File: src/rtl/ram_port_arbiter_pkg.sv
// Shared definitions for the data-RAM port arbiter: state codes, port ids
// and the default RAM geometry used by Ram and cpu_top.
package ram_port_arbiter_pkg;

    localparam int RAM_ADDR_W = 4;
    localparam int RAM_DATA_W = 8;

    localparam logic OWNER_C = 1'b0;
    localparam logic OWNER_D = 1'b1;

    typedef enum logic [1:0] {
        ARB_IDLE   = 2'b00,
        ARB_ACCESS = 2'b01,
        ARB_RESP   = 2'b10
    } arb_state_t;

endpackage

File: src/rtl/ram_port_arbiter_rr_select2.sv
// Two-way round-robin picker: a lone requester wins outright, a tie goes
// to the port that did not own the previous transaction.
module rr_select2
    import ram_port_arbiter_pkg::*;
(
    input  logic [1:0] req,
    input  logic       last,
    output logic       gnt_valid,
    output logic       gnt_id
);

    // Pick the winner from the request pair and the previous owner
    always_comb begin
        gnt_valid = |req;
        gnt_id    = OWNER_C;
        case (req)
            2'b01:   gnt_id = OWNER_C;
            2'b10:   gnt_id = OWNER_D;
            2'b11:   gnt_id = ~last;
            default: gnt_id = OWNER_C;
        endcase
    end

endmodule

File: src/rtl/ram_port_arbiter.sv
// Shares the single-port data RAM between the CPU (port C) and the
// debug/program-loader host (port D). One access at a time, req/ack
// handshake, round-robin on ties, stall to the CPU while it waits.
module ram_port_arbiter
    import ram_port_arbiter_pkg::*;
#(
    parameter int ADDR_W = RAM_ADDR_W,
    parameter int DATA_W = RAM_DATA_W
) (
    input  logic              clk,
    input  logic              reset,
    input  logic              c_req,
    input  logic              c_we,
    input  logic [ADDR_W-1:0] c_addr,
    input  logic [DATA_W-1:0] c_wdata,
    output logic              c_ack,
    output logic [DATA_W-1:0] c_rdata,
    output logic              c_stall,
    input  logic              d_req,
    input  logic              d_we,
    input  logic [ADDR_W-1:0] d_addr,
    input  logic [DATA_W-1:0] d_wdata,
    output logic              d_ack,
    output logic [DATA_W-1:0] d_rdata,
    output logic              ram_we,
    output logic              ram_re,
    output logic [ADDR_W-1:0] ram_addr,
    output logic [DATA_W-1:0] ram_wdata,
    input  logic [DATA_W-1:0] ram_rdata,
    output logic              owner,
    output logic              busy
);

    arb_state_t        state;
    logic              last_owner;
    logic              lat_we;
    logic              gnt_valid;
    logic              gnt_id;
    logic              sel_we;
    logic [ADDR_W-1:0] sel_addr;
    logic [DATA_W-1:0] sel_wdata;

    rr_select2 u_rr_select2 (
        .req       ({d_req, c_req}),
        .last      (last_owner),
        .gnt_valid (gnt_valid),
        .gnt_id    (gnt_id)
    );

    // Route the winning port's request fields to the latch inputs
    always_comb begin
        sel_we    = c_we;
        sel_addr  = c_addr;
        sel_wdata = c_wdata;
        if (gnt_id == OWNER_D) begin
            sel_we    = d_we;
            sel_addr  = d_addr;
            sel_wdata = d_wdata;
        end
    end

    // Arbitration FSM with registered RAM strobes, acks and read-data returns;
    // the strobes are set on the IDLE->ACCESS edge so they are high exactly in ACCESS
    always_ff @(posedge clk or negedge reset) begin
        if (!reset) begin
            state      <= ARB_IDLE;
            last_owner <= OWNER_D;
            owner      <= OWNER_C;
            lat_we     <= 1'b0;
            ram_addr   <= '0;
            ram_wdata  <= '0;
            ram_we     <= 1'b0;
            ram_re     <= 1'b0;
            c_ack      <= 1'b0;
            d_ack      <= 1'b0;
            c_rdata    <= '0;
            d_rdata    <= '0;
        end else begin
            ram_we <= 1'b0;
            ram_re <= 1'b0;
            c_ack  <= 1'b0;
            d_ack  <= 1'b0;
            case (state)
                ARB_IDLE: begin
                    if (gnt_valid) begin
                        owner     <= gnt_id;
                        lat_we    <= sel_we;
                        ram_addr  <= sel_addr;
                        ram_wdata <= sel_wdata;
                        ram_we    <= sel_we;
                        ram_re    <= ~sel_we;
                        state     <= ARB_ACCESS;
                    end
                end
                ARB_ACCESS: begin
                    if (!lat_we) begin
                        if (owner == OWNER_D) begin
                            d_rdata <= ram_rdata;
                        end else begin
                            c_rdata <= ram_rdata;
                        end
                    end
                    c_ack <= (owner == OWNER_C);
                    d_ack <= (owner == OWNER_D);
                    state <= ARB_RESP;
                end
                ARB_RESP: begin
                    last_owner <= owner;
                    state      <= ARB_IDLE;
                end
                default: begin
                    state <= ARB_IDLE;
                end
            endcase
        end
    end

    assign busy    = (state != ARB_IDLE);
    assign c_stall = c_req & ~c_ack;

endmodule

File: config.mk
export PLATFORM = sky130hd
export DESIGN_NAME = ram_port_arbiter
export DESIGN_NICKNAME = d
export VERILOG_FILES = /design/src/rtl/ram_port_arbiter_pkg.sv /design/src/rtl/ram_port_arbiter_rr_select2.sv /design/src/rtl/ram_port_arbiter.sv
export SDC_FILE = /design/constraint.sdc
export NUM_CORES = 1
export LEC_CHECK = 0
export CORE_ASPECT_RATIO = 0.9
export CORE_MARGIN = 5
export CORE_UTILIZATION = 57
export CTS_CLUSTER_DIAMETER = 120
export DETAILED_ROUTE_END_ITERATION = 16
export DONT_BUFFER_PORTS = 1
export PLACE_DENSITY = 0.72
export SETUP_SLACK_MARGIN = 0.15
export SYNTH_ARGS = -nofsm -noshare
export SYNTH_HDL_FRONTEND = slang
export SYNTH_SLANG_ARGS = --single-unit
export TNS_END_PERCENT = 100
File: constraint.sdc
create_clock -name clk -period 2.7 [get_ports clk]
set_input_delay 0.405 -clock clk [delete_from_list [all_inputs] [get_ports clk]]
set_output_delay 0.405 -clock clk [all_outputs]
set_load 0.02 [all_outputs]
==> flow_summary.html <==
<table>
<tr><th>Metric</th><th>Value</th></tr>
<tr><th colspan="2">Status</th></tr>
<tr><td>Status</td><td>finished clean</td></tr>
<tr><th colspan="2">Worst setup path</th></tr>
<tr><td>Worst setup EP type</td><td>register</td></tr>
<tr><td>Worst path arrival time</td><td>1.86 ns</td></tr>
<tr><td>Top delay family on crit path</td><td>simple AND/OR/NAND/NOR gates</td></tr>
<tr><td>Slowest cell on crit path</td><td>dfrtp_1</td></tr>
<tr><td>Category of the worst setup path launch point</td><td>register</td></tr>
<tr><td>Worst path cell trace</td><td>and3b_1 &gt; and2_1 &gt; mux2_2</td></tr>
<tr><td>Largest fanout on the critical path</td><td>8</td></tr>
<tr><td>Crit path buf inv count</td><td>0</td></tr>
<tr><td>Slowest Stage Delay on Critical Path</td><td>0.57 ns</td></tr>
<tr><td>Critical path class</td><td>reg -&gt; reg</td></tr>
<tr><td>Crit path required time</td><td>2.92 ns</td></tr>
<tr><th colspan="2">STA</th></tr>
<tr><td>Final cycle utilization of the critical path</td><td>60.7%</td></tr>
<tr><td>Rel. slew slack</td><td>43.4%</td></tr>
<tr><td>Pins over their slew limit</td><td>0</td></tr>
<tr><td>Shortest period the worst path allows</td><td>1.64 ns</td></tr>
<tr><td>Final Setup Violations</td><td>0</td></tr>
<tr><td>Final hold viol count</td><td>0</td></tr>
<tr><td>Setup repair after global routing missed its margin</td><td>no</td></tr>
<tr><td>Setup clock skew after layout</td><td>0.00493 ns</td></tr>
<tr><td>Slew at the pin with the worst max-slew slack</td><td>0.849 ns</td></tr>
<tr><td>Top achievable clock speed</td><td>0.610 GHz</td></tr>
<tr><td>Aggregate negative setup slack</td><td>0 ns</td></tr>
<tr><th colspan="2">Pwr</th></tr>
<tr><td>Peak VDD IR</td><td>0.671 mV</td></tr>
<tr><td>Leakage power summed over all cells</td><td>0.778 nW</td></tr>
<tr><td>Power per standard cell area</td><td>1330 mW/mm²</td></tr>
<tr><th colspan="2">Die</th></tr>
<tr><td>Total number of placement rows</td><td>18</td></tr>
<tr><td># IOs</td><td>73</td></tr>
<tr><td>Die outline width</td><td>65.6 µm</td></tr>
<tr><td>Area of the die</td><td>0.00394 mm²</td></tr>
<tr><td>Core Box Area</td><td>0.00270 mm²</td></tr>
<tr><td>Die height</td><td>60.0 µm</td></tr>
<tr><td>Effective utilization at floorplan</td><td>58.7%</td></tr>
<tr><th colspan="2">Global routing</th></tr>
<tr><td>Initial antenna violation count</td><td>0</td></tr>
<tr><td>Tot GR Track Use</td><td>15.1%</td></tr>
<tr><td>Global-route wire length before repair</td><td>4220 µm</td></tr>
<tr><td>Sum of overflow across all layers after global routing</td><td>0</td></tr>
<tr><td>Vias in the first global route</td><td>881</td></tr>
<tr><td>Maximum number of pins on one net before global-route repair</td><td>38</td></tr>
<tr><th colspan="2">Cells and area</th></tr>
<tr><td>Number of filler instances in the final layout</td><td>204</td></tr>
<tr><td>Net count reported at finish</td><td>144</td></tr>
<tr><td>Number of standard cells in the final layout excluding fillers</td><td>137</td></tr>
<tr><td>Layout cell share with drive strength beyond 1</td><td>49.5%</td></tr>
<tr><td>Area Overhead vs Synth</td><td>7.34%</td></tr>
<tr><td>Antenna diode count</td><td>0</td></tr>
<tr><th colspan="2">Logic synthesis</th></tr>
<tr><td>Cell area after synthesis</td><td>0.00159 mm²</td></tr>
<tr><td>Post-synthesis cell type with the largest combined area</td><td>dfrtp_1</td></tr>
<tr><td>Synthesized net count</td><td>138</td></tr>
<tr><td>Cell with the most instances after synthesis</td><td>dfrtp_1</td></tr>
<tr><td>Avg Inst Size Synth</td><td>15.9 µm²</td></tr>
<tr><td>Primary FF master, synth</td><td>dfrtp_1</td></tr>
<tr><td>Top cells by count, synth</td><td>36 x dfrtp_1, 33 x mux2_2, 8 x mux2_4</td></tr>
<tr><td>Post-synthesis sequential area ratio</td><td>58.5%</td></tr>
<tr><td>Area share of the largest cell type after synthesis</td><td>56.8%</td></tr>
<tr><td>Number of flops mapped to enable cells by yosys</td><td>0</td></tr>
<tr><td>Async set-reset flop share out of synthesis</td><td>100%</td></tr>
<tr><td>Number of distinct library cells after synthesis</td><td>18</td></tr>
<tr><td>Cell count after synthesis</td><td>100</td></tr>
<tr><td>Count of warnings emitted by yosys</td><td>0</td></tr>
<tr><td>Cell types with the largest area share after synthesis</td><td>dfrtp_1 57%, mux2_2 23%, mux2_4 7.6%</td></tr>
<tr><td>Register bit count reported by yosys</td><td>37</td></tr>
<tr><th colspan="2">Clocking</th></tr>
<tr><td>Maximum clock insertion buffer count</td><td>2</td></tr>
<tr><td>Number of post-CTS setup repair buffers</td><td>0</td></tr>
<tr><td>Clock-pin slew on the worst setup and hold paths</td><td>0.10 ns</td></tr>
<tr><td>Number of cells upsized or downsized after cts</td><td>0</td></tr>
<tr><td>Count of hold buffers inserted by post-cts repair</td><td>2</td></tr>
<tr><td>Root Driver</td><td>clkbuf_4</td></tr>
<tr><td>Sink Count</td><td>37</td></tr>
<tr><td>Insertion delay of the later-clocked pin in the worst-skew pair</td><td>0.33 ns</td></tr>
<tr><td>Number of CTS-inserted buffers</td><td>5</td></tr>
<tr><td>CTS H-tree depth</td><td>2</td></tr>
<tr><td>Clock tree from TritonCTS</td><td>done</td></tr>
<tr><th colspan="2">Placement</th></tr>
<tr><td># placed instances</td><td>127</td></tr>
<tr><td>Weighted congestion at the end of routability-driven global placement</td><td>0.689</td></tr>
<tr><td>IO Port Bufs</td><td>0</td></tr>
<tr><th colspan="2">Drt</th></tr>
<tr><td>Drt first pass iters</td><td>2</td></tr>
<tr><td>Drt initial violations</td><td>15</td></tr>
<tr><td>Number of routed nets with antenna violations</td><td>0</td></tr>
<tr><td>Average wire per cell in the routed design</td><td>19.3 µm</td></tr>
<tr><td>Wire length after detailed routing</td><td>2650 µm</td></tr>
<tr><td>Count of vias placed by the detailed router</td><td>812</td></tr>
<tr><td>Average vias per placed instance</td><td>5.93</td></tr>
<tr><td>Number of design rule violations left after detail routing</td><td>0</td></tr>
<tr><th colspan="2">Job</th></tr>
<tr><td>Maxcap violations</td><td>0</td></tr>
<tr><th colspan="2">Min path</th></tr>
<tr><td>Worst Hold Class</td><td>in -&gt; reg</td></tr>
</table>
-- cells in the final DEF, fill, tap and decap left out --
cell,count
nand2b_1,1
a21bo_4,1
mux2i_1,2
dfrtp_1,36
clkbuf_8,1
clkbuf_4,5
dlygate4sd3_1,1
and2_1,1
nor2b_1,3
nor3_2,1
o2bb2ai_1,1
bufinv_16,1
and3b_1,1
inv_1,4
mux2_4,8
o21ai_2,1
buf_12,1
nor2_1,3
mux2_2,33
dfstp_2,1
clkbuf_1,1
-- layout make-up --
cell class / instances / area (µm²) / area share [%]
sequential: 37 / 927 / 54.5
multi-input combinational: 56 / 607 / 35.7
clock buffer: 7 / 55.1 / 3.24
tap: 30 / 37.5 / 2.21
clock inverter: 1 / 30.0 / 1.76
timing repair buffer: 2 / 30.0 / 1.76
inverter: 4 / 15.0 / 0.882
-- power breakdown --
part	total (mW)	internal (mW)	switching, mW
clock	0.387	0.221	0.166
sequential	1.32	0.832	0.492
combinational	0.553	0.329	0.223
total	2.26	1.38	0.881
-- sequential cells by signal, indices dropped and copies added, names as in the netlist --
register,flops
c_ack,1
c_rdata,8
d_ack,1
d_rdata,8
last_owner,1
lat_we,1
owner,1
ram_addr,4
ram_re,1
ram_wdata,8
ram_we,1
state,2
-- path summary, 6_finish.rpt --
kind,startpoint,to,slack (ns),cells after the start
worst min-delay path,ram_rdata[6],c_rdata[6],0.21,1
worst max-delay path,owner,d_rdata[1],1.06,3
worst min register to register,lat_we,lat_we,0.56,2
min in group asynchronous,reset,ram_wdata[2],0.52,2
worst max register to register,owner,d_rdata[1],1.06,3
max in group asynchronous,reset,last_owner,1.94,2
-- per-layer routing --
metal | wire [µm] | track usage [%] | vias to the layer above
li1 | - | - | 359
met1 | 979 | 16.4 | 402
met2 | 1300 | 23.1 | 43
met3 | 300 | 8.46 | 8
met4 | 62 | 8.88 | 0
met5 | 0 | 0 | -
-- cell families (layout without fill, tap and decap cells) --
logic type             count (synthesis)  in the layout  synth area share (%)
and+or+nand+nor                       10             10                  3.87
AOI/OAI and AO/OA                      3              3                  2.13
DFF                                   37             37                  58.5
buffers and inverters                  7             14                  3.24
muxes                                 43             43                  32.3
-- metrics by stage --
stage	setup slack (ns)	power, mW	utilization [%]	area, µm²	hold slack, ns
after global placement	1.07	1.86	58.7	1590	0.110
after floorplan	1.23	1.79	-	1590	0.109
after detailed placement	1.04	1.89	58.7	1590	0.110
after CTS	1.02	2.30	63.0	1700	0.196
after global routing	0.933	2.42	63.0	1700	0.178
final	1.06	2.26	63.0	1700	0.211
Note: power is estimated with default switching activity, not from simulation.
